===== config.mk =====
export PLATFORM = sky130hd
export DESIGN_NAME = lcd_rx_fifo
export DESIGN_NICKNAME = d
export VERILOG_FILES = /design/src/rtl/lcd_fifo_pkg.sv /design/src/rtl/lcd_fifo_ram.sv /design/src/rtl/lcd_rx_fifo.sv
export SDC_FILE = /design/constraint.sdc
export NUM_CORES = 1
export LEC_CHECK = 0
export CAP_MARGIN = 10
export CELL_PAD_IN_SITES_DETAIL_PLACEMENT = 2
export CELL_PAD_IN_SITES_GLOBAL_PLACEMENT = 2
export CORE_AREA = 2 2 193 195
export CTS_CLUSTER_SIZE = 24
export DETAILED_ROUTE_END_ITERATION = 8
export DIE_AREA = 0 0 195 197
export PLACE_DENSITY = 0.52
export SETUP_SLACK_MARGIN = 0.15
export SLEW_MARGIN = 20
export SYNTH_ARGS = -nofsm -noshare
export SYNTH_HDL_FRONTEND = slang
export SYNTH_SLANG_ARGS = --single-unit

===== constraint.sdc =====
create_clock -name clk -period 2.9 [get_ports clk]
set_clock_uncertainty 0.2 [all_clocks]
set_input_delay 0.58 -clock clk [delete_from_list [all_inputs] [get_ports clk]]
set_output_delay 0.58 -clock clk [all_outputs]
set_load 0.05 [all_outputs]

===== src/rtl/lcd_fifo_pkg.sv =====
// Shared constants and types for the LCD receive FIFO.
package lcd_fifo_pkg;

  localparam int unsigned DATA_W = 16;

  typedef logic [DATA_W-1:0] entry_t;

  // Pointer width includes one extra wrap bit to tell full from empty.
  function automatic int unsigned ptr_w(input int unsigned depth);
    return $clog2(depth) + 1;
  endfunction

endpackage


===== src/rtl/lcd_fifo_ram.sv =====
// DEPTH x DATA_W register array: one synchronous write port, one asynchronous read port.
module lcd_fifo_ram
  import lcd_fifo_pkg::*;
#(
  parameter int unsigned DEPTH = 16
) (
  input  logic                     clk,
  input  logic                     we,
  input  logic [$clog2(DEPTH)-1:0] waddr,
  input  entry_t                   wdata,
  input  logic [$clog2(DEPTH)-1:0] raddr,
  output entry_t                   rdata
);

  entry_t mem [DEPTH];

  always_ff @(posedge clk) begin
    if (we) begin
      mem[waddr] <= wdata;
    end
  end

  assign rdata = mem[raddr];

endmodule


===== src/rtl/lcd_rx_fifo.sv =====
// First-word-fall-through 16-bit elastic buffer feeding the AHB FIFO read slave.
// Define LCD_RX_FIFO_OUTREG_EN to drive data_out/data_out_vld from a registered output stage.
module lcd_rx_fifo
  import lcd_fifo_pkg::*;
#(
  parameter int unsigned DEPTH = 16
) (
  input  logic                          clk,
  input  logic                          rst_n,
  input  logic                          clr,
  input  logic                          wr_vld,
  input  entry_t                        wr_data,
  output logic                          wr_rdy,
  output entry_t                        data_out,
  output logic                          data_out_vld,
  input  logic                          data_out_rdy,
  output logic [$clog2(DEPTH):0]        count
);

  localparam int unsigned PW = ptr_w(DEPTH);
  localparam int unsigned AW = PW - 1;

  logic [PW-1:0] wr_ptr_q, wr_ptr_d;
  logic [PW-1:0] rd_ptr_q, rd_ptr_d;
  logic [PW-1:0] count_q, count_d;
  logic          push, pop, rd_inc;
  entry_t        rdata;

  // Registered count only: a pop while full does not reopen wr_rdy this cycle.
  assign wr_rdy = rst_n & (count_q < PW'(DEPTH));
  assign push   = wr_vld & wr_rdy;
  assign pop    = data_out_vld & data_out_rdy;
  assign count  = count_q;

  lcd_fifo_ram #(
    .DEPTH (DEPTH)
  ) u_ram (
    .clk   (clk),
    .we    (push),
    .waddr (wr_ptr_q[AW-1:0]),
    .wdata (wr_data),
    .raddr (rd_ptr_q[AW-1:0]),
    .rdata (rdata)
  );

`ifdef LCD_RX_FIFO_OUTREG_EN
  entry_t out_q;
  logic   out_vld_q;
  logic   load;

  // Refill the output stage whenever it is empty or being drained.
  assign load         = (wr_ptr_q != rd_ptr_q) & (~out_vld_q | pop);
  assign rd_inc       = load;
  assign data_out_vld = out_vld_q;
  assign data_out     = out_vld_q ? out_q : '0;

  always_ff @(posedge clk or negedge rst_n) begin
    if (!rst_n) begin
      out_q     <= '0;
      out_vld_q <= 1'b0;
    end else if (clr) begin
      out_vld_q <= 1'b0;
    end else if (load) begin
      out_q     <= rdata;
      out_vld_q <= 1'b1;
    end else if (pop) begin
      out_vld_q <= 1'b0;
    end
  end
`else
  assign rd_inc       = pop;
  assign data_out_vld = (count_q != '0);
  assign data_out     = data_out_vld ? rdata : '0;
`endif

  always_comb begin
    wr_ptr_d = wr_ptr_q;
    rd_ptr_d = rd_ptr_q;
    count_d  = count_q;
    if (clr) begin
      wr_ptr_d = '0;
      rd_ptr_d = '0;
      count_d  = '0;
    end else begin
      if (push) begin
        wr_ptr_d = wr_ptr_q + PW'(1);
      end
      if (rd_inc) begin
        rd_ptr_d = rd_ptr_q + PW'(1);
      end
      if (push && !pop) begin
        count_d = count_q + PW'(1);
      end else if (pop && !push) begin
        count_d = count_q - PW'(1);
      end
    end
  end

  always_ff @(posedge clk or negedge rst_n) begin
    if (!rst_n) begin
      wr_ptr_q <= '0;
      rd_ptr_q <= '0;
      count_q  <= '0;
    end else begin
      wr_ptr_q <= wr_ptr_d;
      rd_ptr_q <= rd_ptr_d;
      count_q  <= count_d;
    end
  end

endmodule


==> impl_metrics.json <==
{
  "grt_max_degree": 40,
  "avgSynthCellArea_um2": 20.4,
  "met3WireLength_um": 1070,
  "synthSimpleGateAreaFrac_pct": 3.13,
  "coreArea_mm2": 0.0363,
  "irDropWorstVdd_mv": 0.379,
  "viasPerCell": 4.74,
  "fmax_mhz": 304,
  "wl_met2_um": 13900,
  "setup_tns_ps": -5280,
  "n_fill_cell": 3409,
  "antenna_found_initial": 1,
  "pwr-share-comb_pct": 38.5,
  "firstDrtPassIters": 4,
  "grt_setup_unrepaired": "true",
  "h-tree-depth": 1,
  "violations": "setup timing",
  "dieArea_mm2": 0.0384,
  "seq_power_share_pct": 34.4,
  "synth_area_mm2": 0.0107,
  "timing.slew.headroom_pct": 59.2,
  "final_cells": 1134,
  "muxShareOfSynthArea_pct": 15.4,
  "grt_pass1_wl_um": 40900,
  "p_sw_w": 0.00400,
  "synth_top_family_by_area": "multiplexers",
  "synth-async-reset-ratio_pct": 4.83,
  "min_period_over_period_pct": 114,
  "path_clk_slew_ps": 60,
  "grt-ovfl-total": 0,
  "final_util_pct": 38.9,
  "ys.flop_type": "edfxtp_1",
  "clock_sinks": 269,
  "status": "finished, violations left",
  "detail-route-antenna-nets": 0,
  "dpl.hpwl_um": 15600,
  "fin_area_mm2": 0.0141,
  "yosys-top-cells-count": "edfxtp_1 (256), mux4_2 (64), inv_1 (34)",
  "place.port_buffers": 43,
  "drt_first_iter_violations": 326,
  "wl_met1_um": 12000,
  "clkPwrFrac_pct": 27.1,
  "critical_path_class": "register to primary output",
  "n_antenna_cell": 0,
  "io_pins": 44,
  "num_rows": 70,
  "wirelength_um": 27600,
  "fp.dieH_um": 197,
  "rrSetupSlack_ps": 140,
  "drv_cap": 0,
  "synth-seq-area-share_pct": 74.7,
  "finalMaxSlewViolations": 0,
  "synth.most_common_cell": "edfxtp_1",
  "max_slew.worst_pin.slew_ps": 609,
  "p_per_area_mw_per_mm2": 908,
  "synth_cell_types": 38,
  "clock_tree.root_cell": "clkbuf_16",
  "cts_tree": "done",
  "synth_fa_ha_area_share_pct": 1.24,
  "grt_pass1_vias": 6169,
  "hp-class": "input pin to asynchronous set/reset pin",
  "fin_nets": 676,
  "yosysWarnings": 0,
  "synth.area.top_cells": "edfxtp_1 (72%), mux4_2 (13%), dfrtp_1 (3.0%)",
  "syn2layout_area_growth_pct": 31.7,
  "reg2reg_from": "count[3]$_DFFE_PN0P_",
  "clockBufferDepth": 3,
  "detail_route.drc_violations": 0,
  "ff2ff_path_depth": 12,
  "drive_above_1_share_pct": 39.8,
  "die_w_um": 195,
  "synth_top_area_cell": "edfxtp_1",
  "p_int_w": 0.00883,
  "routabilityCongestion": 0.728,
  "arrival_ps": 2510,
  "start_util_pct": 29.6,
  "finalSetupViolCount": 16,
  "num_vias": 5378,
  "endpoint_kind": "primary output",
  "wl_per_cell_um": 24.3,
  "clock_latency_ps": 550,
  "leakage_nw": 4.70,
  "fin_crit_ps": 3290,
  "timing.final.ws_setup_ps": -394,
  "routed.top_layer": "met5",
  "dp_cells": 1058,
  "start_kind": "register",
  "cp.required_ps": 2120,
  "syn_nets": 557,
  "synth-seq-cells": 269,
  "switching_share_pct": 31.1,
  "cts_inserted_buffers": 29,
  "synthXorXnorAreaFrac_pct": 0.653,
  "path_max_fanout": 4,
  "rr_endpoint": "count[4]$_DFFE_PN0P_",
  "dpl_cell_area_mm2": 0.0127,
  "final-hold-violation-count": 0,
  "synth_compound_area_share_pct": 2.46,
  "grtUsageTotal_pct": 14.6,
  "synthCells": 526,
  "synth_edf_count": 256,
  "netlist.area_leader.share_pct": 71.7
}
power groups by stage:
stage | Combinational [W] | Sequential [W] | Clock, W
after floorplan | 0.00252 | 0.00455 | 0
after global placement | 0.00412 | 0.00450 | 0
after detailed placement | 0.00417 | 0.00451 | 0
after CTS | 0.00474 | 0.00441 | 0.00358
after global routing | 0.00525 | 0.00442 | 0.00372
final | 0.00494 | 0.00442 | 0.00348
layout by cell type, fill, tap and decap left out, types with 8 or more instances in the layout:
| cell | n |
|---|---|
| and2_1 | 17 |
| buf_12 | 48 |
| buf_4 | 24 |
| buf_6 | 11 |
| clkbuf_16 | 29 |
| clkdlybuf4s50_1 | 23 |
| edfxtp_1 | 256 |
| ha_1 | 8 |
| inv_1 | 26 |
| inv_2 | 8 |
| mux2_2 | 8 |
| mux2_4 | 8 |
| mux4_2 | 64 |
| nand2_2 | 11 |
| nor2_1 | 11 |
| o221ai_4 | 13 |
critical path, cell delays in order (launching register included):
cell	delay, ps
dfrtp_4	520
buf_12	150
buf_4	150
mux4_2	440
mux2_4	300
nand2_4	80
o221ai_4	140
buf_12	190
routing by layer:
metal | track usage [%] | vias up
met4 | 3.76 | 2
li1 | - | 2357
met3 | 2.29 | 43
met1 | 18.6 | 2883
met2 | 25.9 | 93
met5 | 0 | -
worst max-delay path by stage:
stage                                       start                    to  slack (ps)  depth (start not counted)
after CTS                 rd_ptr_q[0]$_DFFE_PN0P_          data_out[13]        -400                          7
final                     rd_ptr_q[0]$_DFFE_PN0P_          data_out[13]        -390                          7
after global placement                     wr_vld  count[4]$_DFFE_PN0P_         -60                          9
after detailed placement                   wr_vld  count[4]$_DFFE_PN0P_        -200                          9
after global routing      rd_ptr_q[0]$_DFFE_PN0P_          data_out[13]        -490                          7
after floorplan              count[0]$_DFFE_PN0P_          data_out[10]         -30                          7
metrics by stage:
stage	hold slack, ps	total power [W]	worst slack [ps]
3_5_place_dp	420	0.00869	-201
5_1_grt	208	0.0134	-489
2_1_floorplan	84.4	0.00707	-29.6
6_report	198	0.0128	-394
3_3_place_gp	398	0.00863	-62.2
4_1_cts	184	0.0127	-401
kinds of logic after synthesis:
| kind of cell | count (synthesis) |
|---|---|
| DFF | 269 |
| muxes | 83 |
| and+or+nand+nor | 64 |
| buffers and inverters | 59 |
| AOI/OAI and AO/OA | 33 |
| adders and majority gates | 10 |
| xor gates and xnor gates | 8 |
sequential cells by signal, summed over array words and instances, names as in the netlist:
name       count
u_ram.mem    256
count          5
rd_ptr_q       4
wr_ptr_q       4
final cells by class:
| cell class | count | area (um^2) | share of cell area, % |
|---|---|---|---|
| repair buffers | 112 | 1610 | 11.4 |
| multi-input cells | 199 | 2890 | 20.4 |
| well taps | 468 | 586 | 4.15 |
| flip-flops and latches | 269 | 8020 | 56.8 |
| clock inverters | 18 | 140 | 0.992 |
| inverters | 34 | 128 | 0.904 |
| clock buffers | 34 | 744 | 5.27 |
timing repair:
item	in CTS	in global routing
pin swaps	4	9
gates resized for setup	33	37
gates cloned	2	1
endpoints found under the setup margin	18	19
buffers inserted	16	5
hold buffers	0	0
No activity file was read; power rests on OpenSTA's default activity.
